[config.mk]
export PLATFORM = sky130hd
export DESIGN_NAME = toaplan_snd_mix_flat
export DESIGN_NICKNAME = d
export VERILOG_FILES = /design/src/rtl/toaplan_snd_mix_pkg.sv /design/src/rtl/toaplan_snd_mix_if.sv /design/src/rtl/toaplan_snd_mix_gain_ramp.sv /design/src/rtl/toaplan_snd_mix.sv /design/src/flat_wrapper.sv
export SDC_FILE = /design/constraint.sdc
export NUM_CORES = 1
export LEC_CHECK = 0
export CAP_MARGIN = 15
export CORE_ASPECT_RATIO = 1.1
export CORE_MARGIN = 2
export CORE_UTILIZATION = 40
export CTS_CLUSTER_DIAMETER = 100
export DETAILED_ROUTE_END_ITERATION = 8
export GPL_ROUTABILITY_DRIVEN = 0
export PLACE_DENSITY = 0.61
export SYNTH_ARGS = -nofsm -noshare
export SYNTH_HDL_FRONTEND = slang
export SYNTH_HIERARCHICAL = 1
export SYNTH_SLANG_ARGS = --single-unit
[constraint.sdc]
create_clock -name CLK96 -period 10.2 [get_ports CLK96]
set_input_delay 2.04 -clock CLK96 [delete_from_list [all_inputs] [get_ports CLK96]]
set_output_delay 2.04 -clock CLK96 [all_outputs]
set_load 0.05 [all_outputs]
[src/rtl/toaplan_snd_mix_pkg.sv]
// Shared types and helpers for the toaplan_snd_mix sound mixer.
// Holds the mixer FSM states, gain/pan encodings and the output saturation function.
package toaplan_snd_pkg;

    typedef enum logic [1:0] {
        IDLE = 2'd0,
        ACC  = 2'd1,
        SAT  = 2'd2
    } snd_state_t;

    localparam logic [7:0] GAIN_UNITY = 8'h10;

    localparam logic [1:0] PAN_BOTH  = 2'b00;
    localparam logic [1:0] PAN_LEFT  = 2'b01;
    localparam logic [1:0] PAN_RIGHT = 2'b10;
    localparam logic [1:0] PAN_MUTE  = 2'b11;

    // Clamp v to the signed range of a 'width'-bit value.
    function automatic logic signed [63:0] sat_to(input logic signed [63:0] v, input int width);
        logic signed [63:0] hi;
        logic signed [63:0] lo;
        hi = (64'sd1 <<< (width - 1)) - 64'sd1;
        lo = -hi - 64'sd1;
        if (v > hi)
            sat_to = hi;
        else if (v < lo)
            sat_to = lo;
        else
            sat_to = v;
    endfunction

endpackage

[src/rtl/toaplan_snd_mix_if.sv]
// Mixer sample/control bus. The master drives CEN plus the channel inputs; the slave (mixer)
// returns the mixed stereo pair, status flags and its FSM state for observation.
interface toaplan_snd_mix_if
    import toaplan_snd_pkg::*;
#(
    parameter int NCH  = 4,
    parameter int W    = 16,
    parameter int WOUT = 16
) ();
    // CEN has no ready: a CEN seen while busy is dropped and reported on overrun;
    // sample marks the single cycle where new left/right/clip values first appear.
    logic                   CEN;
    logic [NCH*W-1:0]       ch_data;
    logic [NCH-1:0]         ch_en;
    logic [NCH*8-1:0]       gain_tgt;
    logic [NCH*2-1:0]       pan;
    logic signed [WOUT-1:0] left;
    logic signed [WOUT-1:0] right;
    logic                   sample;
    logic                   busy;
    logic                   clip_l;
    logic                   clip_r;
    logic                   peak;
    logic                   overrun;
    snd_state_t             dbg_state;

    modport master (
        output CEN, ch_data, ch_en, gain_tgt, pan,
        input  left, right, sample, busy, clip_l, clip_r, peak, overrun, dbg_state
    );

    modport slave (
        input  CEN, ch_data, ch_en, gain_tgt, pan,
        output left, right, sample, busy, clip_l, clip_r, peak, overrun, dbg_state
    );
endinterface

[src/rtl/toaplan_snd_mix_gain_ramp.sv]
// One channel's current gain. With TOAPLAN_SND_MIX_RAMP_EN defined it slews one LSB per update
// toward the target; otherwise it simply loads the target on each update.
module toaplan_snd_gain_ramp
    import toaplan_snd_pkg::*;
(
    input  logic       CLK96,
    input  logic       RESET96,
    input  logic       i_upd,
    input  logic [7:0] i_tgt,
    output logic [7:0] o_gain
);
    logic [7:0] r_gain;

    always_ff @(posedge CLK96 or posedge RESET96) begin
        if (RESET96) begin
            r_gain <= GAIN_UNITY;
        end else if (i_upd) begin
`ifdef TOAPLAN_SND_MIX_RAMP_EN
            if (r_gain < i_tgt)
                r_gain <= r_gain + 8'd1;
            else if (r_gain > i_tgt)
                r_gain <= r_gain - 8'd1;
`else
            r_gain <= i_tgt;
`endif
        end
    end

    assign o_gain = r_gain;
endmodule

[src/rtl/toaplan_snd_mix.sv]
// Time-multiplexed NCH-channel stereo mixer: one shared multiplier, pan routing, saturation,
// peak hold. Optional gain slewing is enabled by defining TOAPLAN_SND_MIX_RAMP_EN.
module toaplan_snd_mix
    import toaplan_snd_pkg::*;
#(
    parameter int NCH       = 4,
    parameter int W         = 16,
    parameter int WOUT      = 16,
    parameter int PEAK_HOLD = 4096
) (
    input  logic              CLK96,
    input  logic              RESET96,
    toaplan_snd_mix_if.slave  bus
);
    localparam int PW = W + 9;
    localparam int AW = W + 9 + $clog2(NCH);
    localparam int IW = (NCH > 1) ? $clog2(NCH) : 1;
    localparam int CW = $clog2(PEAK_HOLD + 1);

    snd_state_t             r_state, w_next;
    logic [IW-1:0]          r_idx;
    logic [NCH*W-1:0]       r_data;
    logic [NCH-1:0]         r_en;
    logic [NCH*2-1:0]       r_pan;
    logic signed [AW-1:0]   r_acc_l, r_acc_r;
    logic signed [WOUT-1:0] r_left, r_right;
    logic                   r_sample, r_clip_l, r_clip_r, r_overrun;
    logic [CW-1:0]          r_peak_cnt;

    logic [NCH*8-1:0]       w_gain;
    logic                   w_start, w_last, w_gain_upd, w_clip_l, w_clip_r, w_to_l, w_to_r;
    logic signed [W-1:0]    w_smp;
    logic [7:0]             w_g;
    logic [1:0]             w_pan;
    logic signed [PW-1:0]   w_prod, w_p;
    logic signed [63:0]     w_ext_l, w_ext_r, w_sat_l, w_sat_r;

    assign w_start = (r_state == IDLE) && bus.CEN;
    assign w_last  = (r_idx == IW'(NCH - 1));

`ifdef TOAPLAN_SND_MIX_RAMP_EN
    assign w_gain_upd = (r_state == SAT);
`else
    assign w_gain_upd = w_start;
`endif

    for (genvar k = 0; k < NCH; k++) begin : g_ch
        toaplan_snd_gain_ramp u_ramp (
            .CLK96   (CLK96),
            .RESET96 (RESET96),
            .i_upd   (w_gain_upd),
            .i_tgt   (bus.gain_tgt[k*8 +: 8]),
            .o_gain  (w_gain[k*8 +: 8])
        );
    end

    // Shared multiplier: gain is unsigned 4.4, so it is zero-extended before the signed multiply.
    assign w_smp  = $signed(r_data[r_idx*W +: W]);
    assign w_g    = w_gain[r_idx*8 +: 8];
    assign w_pan  = r_pan[r_idx*2 +: 2];
    assign w_prod = PW'(w_smp) * PW'($signed({1'b0, w_g}));
    assign w_p    = (r_en[r_idx] && (w_pan != PAN_MUTE)) ? w_prod : '0;
    assign w_to_l = (w_pan == PAN_BOTH) || (w_pan == PAN_LEFT);
    assign w_to_r = (w_pan == PAN_BOTH) || (w_pan == PAN_RIGHT);

    assign w_ext_l  = 64'(r_acc_l >>> 4);
    assign w_ext_r  = 64'(r_acc_r >>> 4);
    assign w_sat_l  = sat_to(w_ext_l, WOUT);
    assign w_sat_r  = sat_to(w_ext_r, WOUT);
    assign w_clip_l = (w_sat_l != w_ext_l);
    assign w_clip_r = (w_sat_r != w_ext_r);

    always_ff @(posedge CLK96 or posedge RESET96) begin
        if (RESET96)
            r_state <= IDLE;
        else
            r_state <= w_next;
    end

    always_comb begin
        w_next = r_state;
        unique case (r_state)
            IDLE:    if (bus.CEN) w_next = ACC;
            ACC:     if (w_last) w_next = SAT;
            SAT:     w_next = IDLE;
            default: w_next = IDLE;
        endcase
    end

    always_ff @(posedge CLK96 or posedge RESET96) begin
        if (RESET96) begin
            r_idx      <= '0;
            r_data     <= '0;
            r_en       <= '0;
            r_pan      <= '0;
            r_acc_l    <= '0;
            r_acc_r    <= '0;
            r_left     <= '0;
            r_right    <= '0;
            r_sample   <= 1'b0;
            r_clip_l   <= 1'b0;
            r_clip_r   <= 1'b0;
            r_overrun  <= 1'b0;
            r_peak_cnt <= '0;
        end else begin
            r_sample  <= 1'b0;
            r_overrun <= bus.CEN && (r_state != IDLE);
            case (r_state)
                IDLE: if (bus.CEN) begin
                    r_data  <= bus.ch_data;
                    r_en    <= bus.ch_en;
                    r_pan   <= bus.pan;
                    r_acc_l <= '0;
                    r_acc_r <= '0;
                    r_idx   <= '0;
                end
                ACC: begin
                    if (w_to_l) r_acc_l <= r_acc_l + AW'(w_p);
                    if (w_to_r) r_acc_r <= r_acc_r + AW'(w_p);
                    if (!w_last) r_idx <= r_idx + IW'(1);
                end
                SAT: begin
                    r_left   <= WOUT'(w_sat_l);
                    r_right  <= WOUT'(w_sat_r);
                    r_clip_l <= w_clip_l;
                    r_clip_r <= w_clip_r;
                    r_sample <= 1'b1;
                end
                default: ;
            endcase
            // Clips and accepted strobes never share a cycle, so load and decrement cannot collide.
            if ((r_state == SAT) && (w_clip_l || w_clip_r))
                r_peak_cnt <= CW'(PEAK_HOLD);
            else if (w_start && (r_peak_cnt != '0))
                r_peak_cnt <= r_peak_cnt - CW'(1);
        end
    end

    assign bus.left      = r_left;
    assign bus.right     = r_right;
    assign bus.sample    = r_sample;
    assign bus.busy      = (r_state != IDLE);
    assign bus.clip_l    = r_clip_l;
    assign bus.clip_r    = r_clip_r;
    assign bus.peak      = (r_peak_cnt != '0);
    assign bus.overrun   = r_overrun;
    assign bus.dbg_state = r_state;
endmodule

[src/flat_wrapper.sv]
// flat-port wrapper written by rule: the top's interface ports become plain ports
module toaplan_snd_mix_flat import toaplan_snd_pkg::*;
#(
    parameter int NCH       = 4,
    parameter int W         = 16,
    parameter int WOUT      = 16,
    parameter int PEAK_HOLD = 4096
)
  (CLK96, RESET96, bus_CEN, bus_ch_data, bus_ch_en, bus_gain_tgt, bus_pan, bus_left, bus_right, bus_sample, bus_busy, bus_clip_l, bus_clip_r, bus_peak, bus_overrun, bus_dbg_state);
  toaplan_snd_mix_if #(.NCH(NCH), .W(W), .WOUT(WOUT)) bus_i ();
  input  logic CLK96;
  input  logic RESET96;
  input wire logic [$bits(bus_i.CEN)-1:0] bus_CEN;
  input wire logic [$bits(bus_i.ch_data)-1:0] bus_ch_data;
  input wire logic [$bits(bus_i.ch_en)-1:0] bus_ch_en;
  input wire logic [$bits(bus_i.gain_tgt)-1:0] bus_gain_tgt;
  input wire logic [$bits(bus_i.pan)-1:0] bus_pan;
  output wire logic [$bits(bus_i.left)-1:0] bus_left;
  output wire logic [$bits(bus_i.right)-1:0] bus_right;
  output wire logic [$bits(bus_i.sample)-1:0] bus_sample;
  output wire logic [$bits(bus_i.busy)-1:0] bus_busy;
  output wire logic [$bits(bus_i.clip_l)-1:0] bus_clip_l;
  output wire logic [$bits(bus_i.clip_r)-1:0] bus_clip_r;
  output wire logic [$bits(bus_i.peak)-1:0] bus_peak;
  output wire logic [$bits(bus_i.overrun)-1:0] bus_overrun;
  output wire logic [$bits(bus_i.dbg_state)-1:0] bus_dbg_state;
  assign bus_i.CEN = bus_CEN;
  assign bus_i.ch_data = bus_ch_data;
  assign bus_i.ch_en = bus_ch_en;
  assign bus_i.gain_tgt = bus_gain_tgt;
  assign bus_i.pan = bus_pan;
  assign bus_left = bus_i.left;
  assign bus_right = bus_i.right;
  assign bus_sample = bus_i.sample;
  assign bus_busy = bus_i.busy;
  assign bus_clip_l = bus_i.clip_l;
  assign bus_clip_r = bus_i.clip_r;
  assign bus_peak = bus_i.peak;
  assign bus_overrun = bus_i.overrun;
  assign bus_dbg_state = bus_i.dbg_state;
  toaplan_snd_mix #(.NCH(NCH), .W(W), .WOUT(WOUT), .PEAK_HOLD(PEAK_HOLD)) u_core (.CLK96(CLK96), .RESET96(RESET96), .bus(bus_i));
endmodule
# Word-level counts from Yosys, hierarchy flattened
# Index checks and enable logic that the tools add are counted.
# Widths: inputs -> output; s select.
# word_totals
ff_bits	215
input_bits	111
out_inout_bits	40
# op_classes
add_sub_neg	4
mul	1
magnitude_cmp	5
eq_ne	13
n_shift	3
mux	21
reduce_logical	19
# op_table
operator	count
$mux 64	4
$ne 64x23->1	2
$pmux 27 s2	2
$mux 27	3
$shiftx 64x7->16	1
$add 27x25->27	2
$gt 23x16->1 const B	2
$lt 23x16->1 const B	2
$shiftx 32x6->8	1
$mux 13	2
$mul 16x9->25	1
$mux 25	1
$reduce_bool 13->1	1
$sub 13x1->13 const B	1
$reduce_and 3->1	3
$mux 2	4
$pmux 2 s2	2
$shiftx 8x4->2	1
$eq 2x2->1 const B	3
$ne 2x1->1 const B	3
$ne 2x2->1 const B	3
$reduce_bool 2->1	3
$logic_and 1x1->1	5
$eq 2x1->1 const B	2
other kinds (7)	12

# Depth between registers and ports, before layout
# Gate-level depths: netlist of run 1.
# logic_depth
word_depth	7
depth_mapped	38
depth_no_buf	34

# Cells and area by module
# Netlist of run 1, hierarchy kept.
# by_module_without_submodules
module	n_inst	cells_per_inst	area_each_um2	seq_area_each_um2
toaplan_snd_mix	1	1767	15314.7	4579.4
toaplan_snd_gain_ramp	4	18	336.6	201.4

# Worst setup path after synthesis of run 1
# Ideal clock, no wire load.
# synth_path
path_type	register -> register
from	register u_core.r_idx[0]
to	register u_core.r_acc_l[25]
setup_ns	0.079
arrival_time_ns	8.502
required_time_ns	10.121
slack_ns	1.619
path_stages_with_launch	36
period_less_slack_ns	8.581
path_cell_list	dfrtp_1 buf_6 buf_1 mux4_2 clkbuf_1 nand2_1 fa_1 inv_1 fa_1 inv_1 fa_1 fa_1 inv_1 ha_1 o21a_1 o31a_1 o21a_1 o21a_1 o21ai_0 nand2b_1 a21o_1 a21oi_1 xor2_1 nor2_1 ha_1 and4_1 and4_1 a21oi_1 o211ai_1 maj3_1 a21o_1 a221o_1 a21oi_1 nor2_1 o32ai_1 mux2i_1
# synth_between
elab_chain_cells	7
# synth_lines
element	line	rtl
from (decl)	toaplan_snd_mix.sv:21	logic [IW-1:0] r_idx;
from (signal assigned)	toaplan_snd_mix.sv:120	if (!w_last) r_idx <= r_idx + IW'(1);
branches (longest 7 deep; another with $add 27x25->27)	-	
to (signal assigned)	toaplan_snd_mix.sv:118	if (w_to_l) r_acc_l <= r_acc_l + AW'(w_p);
to (decl)	toaplan_snd_mix.sv:25	logic signed [AW-1:0] r_acc_l, r_acc_r;
# Parallel ways; which one is timed is not known. The select of a mux whose other input is x is not followed.
# A chain may end at the register's enable or synchronous reset.

# Worst setup path after layout of run 1
# Ends and elaborated chain as after synthesis.

==> impl_metrics.ini, run 1 <==
[critical_path]
worst_ep_required_time_ns = 10.67
critical_path.slowest_cell = dfrtp_2
start_kind = flop
rrSetupSlack_ns = 0.93
worstReg2RegStart = u_core/r_idx[0]
critPathMaxFanout = 30
worst-r2r-cell-count = 31
end_kind = flop
cp_common_cell = fa_1
endpoint = u_core/r_acc_l[25]
rr_endpoint = u_core/r_acc_l[25]
cp.arrival_ns = 9.75
crit_start = u_core/r_idx[0]
slowest_delay_ns = 0.96
worst-setup-path-type = flop to flop

[final_layout]
nets = 2262
fillers = 3977
drive_gt1_share_pct = 6.80
areaGrowthSynthToFinish_pct = 17.3
n_antenna_cell = 0

[yosys]
async_flop_share_pct = 100
synth_cells = 1839
synth-main-ff-cell = dfrtp_1
synth.yosys.seq_area_share_pct = 32.3
synth_seq_cells = 215
yosys_warnings = 6
synthesis.area_um2 = 16700
avgSynthCellArea_um2 = 9.06
synth_enable_flop_cells = 0
ys_types = 70
mappedNetlistNets = 2150

[sta]
finalHoldViolCount = 0
setup_viol_count_final = 0
max_freq_mhz = 108
worstMarginPinSlew_ns = 1.10
slew_violations = 0
finalCriticalPeriod_ns = 9.27
setup_tns_ns = 0
rsz0062_at_grt = false
finalClockSkew_ns = 0.0160
timing.final.crit_share_pct = 90.9
maxSlewHeadroom_pct = 25.9

[cts]
numCtsBuffers = 26
cts-root-buf = clkbuf_16
cts_tree = yes
worst_skew_pair.late_latency_ns = 0.55
hold_buffers = 0
cts.sinks = 215
htreeDepth = 1
postCtsSetupRepairBufs = 0
clkTransAtPathRegs_ns = 0.06
clk_path_buf_depth = 3
cts_resized = 0

[die]
start_util_pct = 40.5
rows = 78
coreArea_um2 = 41200
io_pins = 151
fp.dieW_um = 199
die_y_um = 218
die_area_um2 = 43300

[grt]
grt-ovfl-total = 0
grt_antenna_before_repair = 0
grt_pass1_vias = 13300
grt_pass1_wl_um = 68500
grt_max_degree = 111
grt_use_total_pct = 19.4

[status]
status = completed

[routing]
via_per_inst = 5.10
routedWlPerCell_um = 16.0
vias = 12900
postRouteAntennaNets = 0
drcViolationCount = 0
drt_iter0_markers = 724
wl_um = 40400
firstDrtPassIters = 5

[hold_path]
min-delay-start = u_core/bus.clip_r
min_path_cells = 2
hold_class = flop to flop

[job]
cap_viol_max_count = 0

[placement]
dp_hpwl_um = 31300
port_buffers = 150
-- critical path, delay by kind of cell (launching register included) --
kind,cells,cell delay (ns)
AO/OA/AOI/OAI,13,2.80
AND/OR/NAND/NOR,6,1.11
adder cells (fa/ha/maj),7,3.10
buffers and inverters,2,0.09
multiplexers,2,1.00
flip-flops,1,0.96
XOR/XNOR,1,0.09
-- through the flow --
| step | hold slack, ns | worst slack (ns) | instances | util (%) | cell area (um2) |
|---|---|---|---|---|---|
| floorplan | 0.440 | 1.62 | 1839 | - | 16700 |
| global placement | 0.453 | 1.12 | 2480 | 45.2 | 18600 |
| detailed placement | 0.459 | 0.912 | 2480 | 45.2 | 18600 |
| CTS | 0.474 | 0.878 | 2527 | 47.4 | 19500 |
| global route | 0.485 | 0.387 | 2530 | 47.5 | 19500 |
| finish | 0.471 | 0.925 | 2530 | 47.5 | 19500 |
-- sequential cells by signal, summed over array words and instances (netlist names) --
signal and count:
u_core/bus.dbg_state 2, u_core/r_acc_r 27, u_core/bus.clip_r 1, u_core/r_idx 2, u_core/bus.clip_l 1, u_core/r_en 4, u_core/g_ch.u_ramp/o_gain 32, u_core/r_acc_l 27
u_core/bus.left 16, u_core/bus.right 16, u_core/r_peak_cnt 13, u_core/bus.overrun 1, u_core/r_data 64, u_core/r_pan 8, u_core/bus.sample 1
-- metal layers --
metal / wire length, um / track usage, % / part of all wire [%] / up-vias
li1: - / - / - / 6386
met1: 18500 / 26.2 / 46 / 6173
met2: 19000 / 32.7 / 47 / 287
met3: 1540 / 1.92 / 3.8 / 68
met4: 1330 / 6.47 / 3.3 / 0
met5: 0 / 0 / 0 / -
-- cells in the final DEF (no fill, tap or decap), types with 5 or more instances in the layout --
master | Yosys | routed
a211oi_1 | 10 | 10
a21o_1 | 25 | 25
a21oi_1 | 86 | 86
a31oi_1 | 9 | 9
and2_1 | 71 | 71
and3_1 | 8 | 8
and4_1 | 5 | 5
buf_4 | 0 | 9
clkbuf_1 | 60 | 5
clkbuf_16 | 0 | 26
clkbuf_8 | 0 | 6
clkdlybuf4s50_1 | 0 | 150
dfrtp_1 | 211 | 210
fa_1 | 104 | 104
ha_1 | 96 | 96
inv_1 | 192 | 191
maj3_1 | 6 | 6
mux2_4 | 32 | 32
mux4_2 | 27 | 27
nand2_1 | 384 | 383
nand2b_1 | 9 | 8
nand3_1 | 55 | 55
nand4_1 | 13 | 13
nor2_1 | 78 | 78
nor2b_1 | 9 | 9
nor3_1 | 25 | 25
nor4_1 | 12 | 12
o2111ai_1 | 6 | 6
o211ai_1 | 9 | 9
o21a_1 | 10 | 10
o21ai_0 | 102 | 102
o21ai_1 | 5 | 5
o21bai_1 | 6 | 6
o31a_1 | 5 | 5
o31ai_1 | 12 | 12
or2_2 | 5 | 5
or3_1 | 11 | 11
xnor2_1 | 40 | 40
xor2_1 | 27 | 27
-- final cells by class --
| class | instances | area [um2] | area share (%) |
|---|---|---|---|
| Clock buffer | 37 | 752 | 3.85 |
| Clock inverter | 10 | 149 | 0.762 |
| Inverter | 193 | 732 | 3.74 |
| Multi-Input combinational cell | 1354 | 10200 | 52.3 |
| Sequential cell | 215 | 5390 | 27.6 |
| Tap cell | 560 | 701 | 3.58 |
| Timing Repair Buffer | 161 | 1600 | 8.16 |
-- worst min-delay path by stage --
stage,end,slack (ns)
floorplan,u_core/r_data[32],0.44
global placement,u_core/r_data[51],0.45
detailed placement,u_core/r_data[60],0.46
CTS,u_core/r_data[60],0.47
global route,u_core/r_data[59],0.49
finish,u_core/bus.clip_r,0.47
-- synth_stat cells, drive strengths merged, types with 10 or more instances --
master / instances / share of area, %
or3: 11 / 0.41
nor2: 78 / 1.8
a21oi: 87 / 2.6
inv: 193 / 4.3
and2: 71 / 2.7
fa: 104 / 12
o21a: 10 / 0.45
a21o: 25 / 1.1
clkbuf: 60 / 1.4
xor2: 27 / 1.4
xnor2: 40 / 2.1
nand4: 13 / 0.49
ha: 96 / 7.2
nand2: 384 / 8.7
o21ai: 107 / 3.2
mux2: 35 / 3.1
buf: 17 / 0.63
mux4: 27 / 3.6
o31ai: 12 / 0.54
nor3: 25 / 0.75
nor4: 12 / 0.45
nand3: 55 / 1.7
dfrtp: 211 / 32
a211oi: 11 / 0.57
-- logic make-up (layout without fill, tap and decap cells) --
group                    count (synthesis)  after routing  synth area share [%]
AO/OA/AOI/OAI                          323            323                  12.2
XOR/XNOR                                67             67                  3.52
adder cells (fa/ha/maj)                207            207                  20.1
buffers and inverters                  270            401                  6.33
flip-flops                             215            215                  32.3
multiplexers                            64             64                  6.86
AND/OR/NAND/NOR                        693            693                  18.6
Power of run 1 is not shown: default switching activity piles up to over one toggle a cycle in this logic, so the estimate is an artifact.
==> inputs of run 2 (changes only) <==
==> constraint.sdc (replaced) <==
create_clock -name CLK96 -period 10.6 [get_ports CLK96]
set_input_delay 2.12 -clock CLK96 [delete_from_list [all_inputs] [get_ports CLK96]]
set_output_delay 2.12 -clock CLK96 [all_outputs]
set_load 0.05 [all_outputs]
==> impl_metrics.ini, run 2 (same netlist as run 1, synthesis figures left out) <==
[final_layout]
layout_commonest_cell = nand2_1
regMostFlops = u_core/r_data
n_antenna_cell = 0
final_cell_mix = nand2_1 (383), dfrtp_1 (210), inv_1 (191), clkdlybuf4s50_1 (150), fa_1 (104)
drive_gt1_share_pct = 7.01
fillers = 3976
areaGrowthSynthToFinish_pct = 17.0
largest_reg_flops = 64
finish.instance_area_um2 = 19500
nets = 2263

[critical_path]
cp_common_cell = inv_1
worst-r2r-cell-count = 34
worst_ep_required_time_ns = 11.08
start_kind = flop
end_kind = flop
rr_endpoint = u_core/r_acc_l[25]
slowest_delay_ns = 0.85
cp.arrival_ns = 9.60
crit_start = u_core/r_idx[0]
worst-setup-path-type = flop to flop
rrSetupSlack_ns = 1.48
endpoint = u_core/r_acc_l[25]
worstReg2RegStart = u_core/r_idx[0]
critPathMaxFanout = 23
critical_path.slowest_cell = dfrtp_2

[routing]
via_per_inst = 5.11
firstDrtPassIters = 5
postRouteAntennaNets = 0
drcViolationCount = 0
routedWlPerCell_um = 15.8
drt_iter0_markers = 589
vias = 12900
wl_um = 39900

[grt]
grt_use_total_pct = 19.1
grt_pass1_wl_um = 67200
grt_max_degree = 76
grt-ovfl-total = 0
grt_pass1_vias = 13300
grt_antenna_before_repair = 0

[placement]
dp_hpwl_um = 31400
dpl_cell_area_um2 = 18600
port_buffers = 150

[cts]
numCtsBuffers = 25
postCtsSetupRepairBufs = 0
cts-root-buf = clkbuf_16
worst_skew_pair.late_latency_ns = 0.56
cts_tree = yes
clk_path_buf_depth = 3
cts_resized = 0
hold_buffers = 0
htreeDepth = 1
cts.sinks = 215
clkTransAtPathRegs_ns = 0.06

[sta]
setup_tns_ns = 0
rsz0062_at_grt = false
finalCriticalPeriod_ns = 9.12
finalHoldViolCount = 0
slew_violations = 0
setup_viol_count_final = 0
max_freq_mhz = 110
timing.final.crit_share_pct = 86.1
maxSlewHeadroom_pct = 17.4
worstMarginPinSlew_ns = 1.23
finalClockSkew_ns = 0.0253

[status]
status = completed

[die]
die_y_um = 218
io_pins = 151
start_util_pct = 40.5
rows = 78
fp.dieW_um = 199
coreArea_um2 = 41200
die_area_um2 = 43300

[job]
cap_viol_max_count = 0

[hold_path]
hold_class = flop to flop
==> run 2: cell type report <==
cell class                 count  area (um2)  area share (%)
inverter                     193         732            3.76
clock buffer                  35         753            3.86
timing repair buffer         163        1610            8.26
clock inverter                10        77.6           0.398
multi-input combinational   1354       10200            52.5
sequential                   215        5390            27.6
tap                          560         701            3.59
==> run 2: through the flow <==
stage	worst slack (ns)	hold slack, ns	instances	utilization, %
2_1_floorplan	2.02	0.440	1839	-
3_3_place_gp	1.58	0.453	2482	45.2
3_5_place_dp	1.47	0.459	2482	45.2
4_1_cts	1.43	0.473	2527	47.2
5_1_grt	0.847	0.489	2530	47.3
6_report	1.48	0.472	2530	47.3
==> run 2: worst max-delay path: cells and delay by family (launching register included) <==
family | cells | cell delay, ns
XOR/XNOR | 1 | 0.08
AND/OR/NAND/NOR | 6 | 1.15
flip-flops | 1 | 0.85
AO/OA/AOI/OAI | 13 | 2.61
buffers and inverters | 5 | 0.51
adder cells (fa/ha/maj) | 7 | 2.91
multiplexers | 2 | 0.88
==> run 2: worst min path at each step <==
stage / start / endpoint / slack [ns] / depth (start not counted)
final: u_core/r_data[4] / u_core/r_data[4] / 0.47 / 2
after global routing: u_core/r_data[27] / u_core/r_data[27] / 0.49 / 2
after CTS: u_core/r_data[27] / u_core/r_data[27] / 0.47 / 2
after detailed placement: u_core/r_data[27] / u_core/r_data[27] / 0.46 / 2
after global placement: u_core/r_data[45] / u_core/r_data[45] / 0.45 / 2
after floorplan: u_core/r_data[32] / u_core/r_data[32] / 0.44 / 2
==> run 2: per-layer routing <==
metal  GRT usage (%)  share of wire [%]  routed length [um]
met1            25.7                 46               18200
met2            32.0                 47               18700
met3            2.03                4.2                1670
met4            6.44                3.4                1360
met5               0                  0                   0
Power of run 2 is left out for the same reason.
==> inputs of run 3 (changes only) <==
--- a/config.mk
+++ b/config.mk
@@ -13,6 +13,7 @@
 export DETAILED_ROUTE_END_ITERATION = 8
 export GPL_ROUTABILITY_DRIVEN = 0
 export PLACE_DENSITY = 0.61
+export RECOVER_POWER = 50
 export SYNTH_ARGS = -nofsm -noshare
 export SYNTH_HDL_FRONTEND = slang
 export SYNTH_HIERARCHICAL = 1
==> constraint.sdc (replaced) <==
create_clock -name CLK96 -period 10.6 [get_ports CLK96]
set_input_delay 1.06 -clock CLK96 [delete_from_list [all_inputs] [get_ports CLK96]]
set_output_delay 1.06 -clock CLK96 [all_outputs]
set_load 0.05 [all_outputs]
==> impl_metrics.ini, run 3 (same netlist as run 1, synthesis figures left out) <==
[status]
status = complete, but fails checks
failed_checks = max-capacitance violations, max-slew violations

[grt]
grt_max_degree = 76
grt_pass1_vias = 13300
grt_use_total_pct = 19.1
grt_pass1_wl_um = 67200
grt-ovfl-total = 0
grt_antenna_before_repair = 0

[cts]
cts.sinks = 215
cts_tree = yes
worst_skew_pair.late_latency_ns = 0.56
htreeDepth = 1
numCtsBuffers = 25
hold_buffers = 0
clk_path_buf_depth = 3
cts_resized = 0
cts-root-buf = clkbuf_16
clkTransAtPathRegs_ns = 0.06
postCtsSetupRepairBufs = 0

[routing]
drt_iter0_markers = 570
firstDrtPassIters = 5
drcViolationCount = 0
vias = 13000
routedWlPerCell_um = 15.8
wl_um = 39900
postRouteAntennaNets = 0
via_per_inst = 5.12

[critical_path]
path_delay_family = adder cells
worst_ep_required_time_ns = 11.08
worst-setup-path-type = flop to flop
cp_common_cell = inv_1
end_kind = flop
critPathMaxFanout = 23
path_buf_inv = 5
slowest_delay_ns = 0.86
start_kind = flop
cp.arrival_ns = 9.62
critical_path.slowest_cell = dfrtp_2

[sta]
maxSlewHeadroom_pct = -161
worstMarginPinSlew_ns = 3.91
setup_viol_count_final = 0
finalHoldViolCount = 0
finalCriticalPeriod_ns = 9.14
finalClockSkew_ns = 0.0239
slew_violations = 297
max_freq_mhz = 109
timing.final.crit_share_pct = 86.2
rsz0062_at_grt = false
setup_tns_ns = 0

[hold_path]
hold_class = flop to flop

[placement]
dp_hpwl_um = 31400
port_buffers = 150

[die]
coreArea_um2 = 41200
start_util_pct = 40.5
die_area_um2 = 43300
fp.dieW_um = 199
die_y_um = 218
io_pins = 151
rows = 78

[job]
cap_viol_max_count = 5

[final_layout]
final_util_pct = 47.1
drive_gt1_share_pct = 5.79
layout_commonest_cell = nand2_1
regMostFlops = u_core/r_data
largest_reg_flops = 64
n_antenna_cell = 0
final_cell_mix = nand2_1 (384), dfrtp_1 (210), inv_1 (191), clkdlybuf4s50_1 (145), fa_1 (104)
areaGrowthSynthToFinish_pct = 16.4
nets = 2263
==> run 3: changes by cell type in the layout (fill, tap and decap cells not counted), sizes merged <==
cell           previous run  this run
clkdlybuf4s50           150       145
dlygate4sd3               0         5
buf                      13        11
clkinvlp                  2         4
clkbuf                   35        37
inv                     195       193
==> run 3: final cells by class <==
| class | instances | area [um2] |
|---|---|---|
| inverters | 193 | 727 |
| repair buffers | 163 | 1600 |
| clock inverters | 10 | 77.6 |
| flip-flops and latches | 215 | 5390 |
| multi-input cells | 1354 | 10100 |
| clock buffers | 35 | 753 |
| fillers | 4003 | 21800 |
| well taps | 560 | 701 |
==> run 3: final timing paths <==
path,from,end,slack (ns),cells after the start
setup / recovery,u_core/r_idx[0],u_core/r_acc_l[25],1.46,34
hold / removal,u_core/bus.right[10],u_core/bus.right[10],0.47,2
setup reg to reg,u_core/r_idx[0],u_core/r_acc_l[25],1.46,34
hold reg to reg,u_core/bus.right[10],u_core/bus.right[10],0.47,2
max in group asynchronous,RESET96,u_core/r_idx[0],3.92,3
min in group asynchronous,RESET96,u_core/g_ch[2].u_ramp/o_gain[1],1.00,2
==> run 3: through the flow <==
| step | std cells | hold WS [ns] | instance area (um2) | setup slack (ns) |
|---|---|---|---|---|
| floorplan | 1839 | 0.440 | 16700 | 2.02 |
| global placement | 2482 | 0.453 | 18600 | 1.58 |
| detailed placement | 2482 | 0.459 | 18600 | 1.47 |
| CTS | 2527 | 0.473 | 19500 | 1.43 |
| global route | 2530 | 0.489 | 19400 | 0.847 |
| finish | 2530 | 0.470 | 19400 | 1.46 |
==> run 3: worst register-to-register path: cells and delay by family (launching register included) <==
family / cells / cell delay, ns
AND/OR/NAND/NOR: 6 / 1.15
AO/OA/AOI/OAI: 13 / 2.63
adder cells (fa/ha/maj): 7 / 2.91
buffers and inverters: 5 / 0.52
XOR/XNOR: 1 / 0.08
multiplexers: 2 / 0.87
flip-flops: 1 / 0.86
==> run 3: metal layers <==
layer  vias to the layer above  track usage, %  routed length [um]
met3                        78            2.03                1660
met2                       325            32.0               18700
met4                         0            6.44                1340
li1                       6379               -                   -
met5                         -               0                   0
met1                      6183            25.7               18100
Power of run 3 is left out for the same reason.
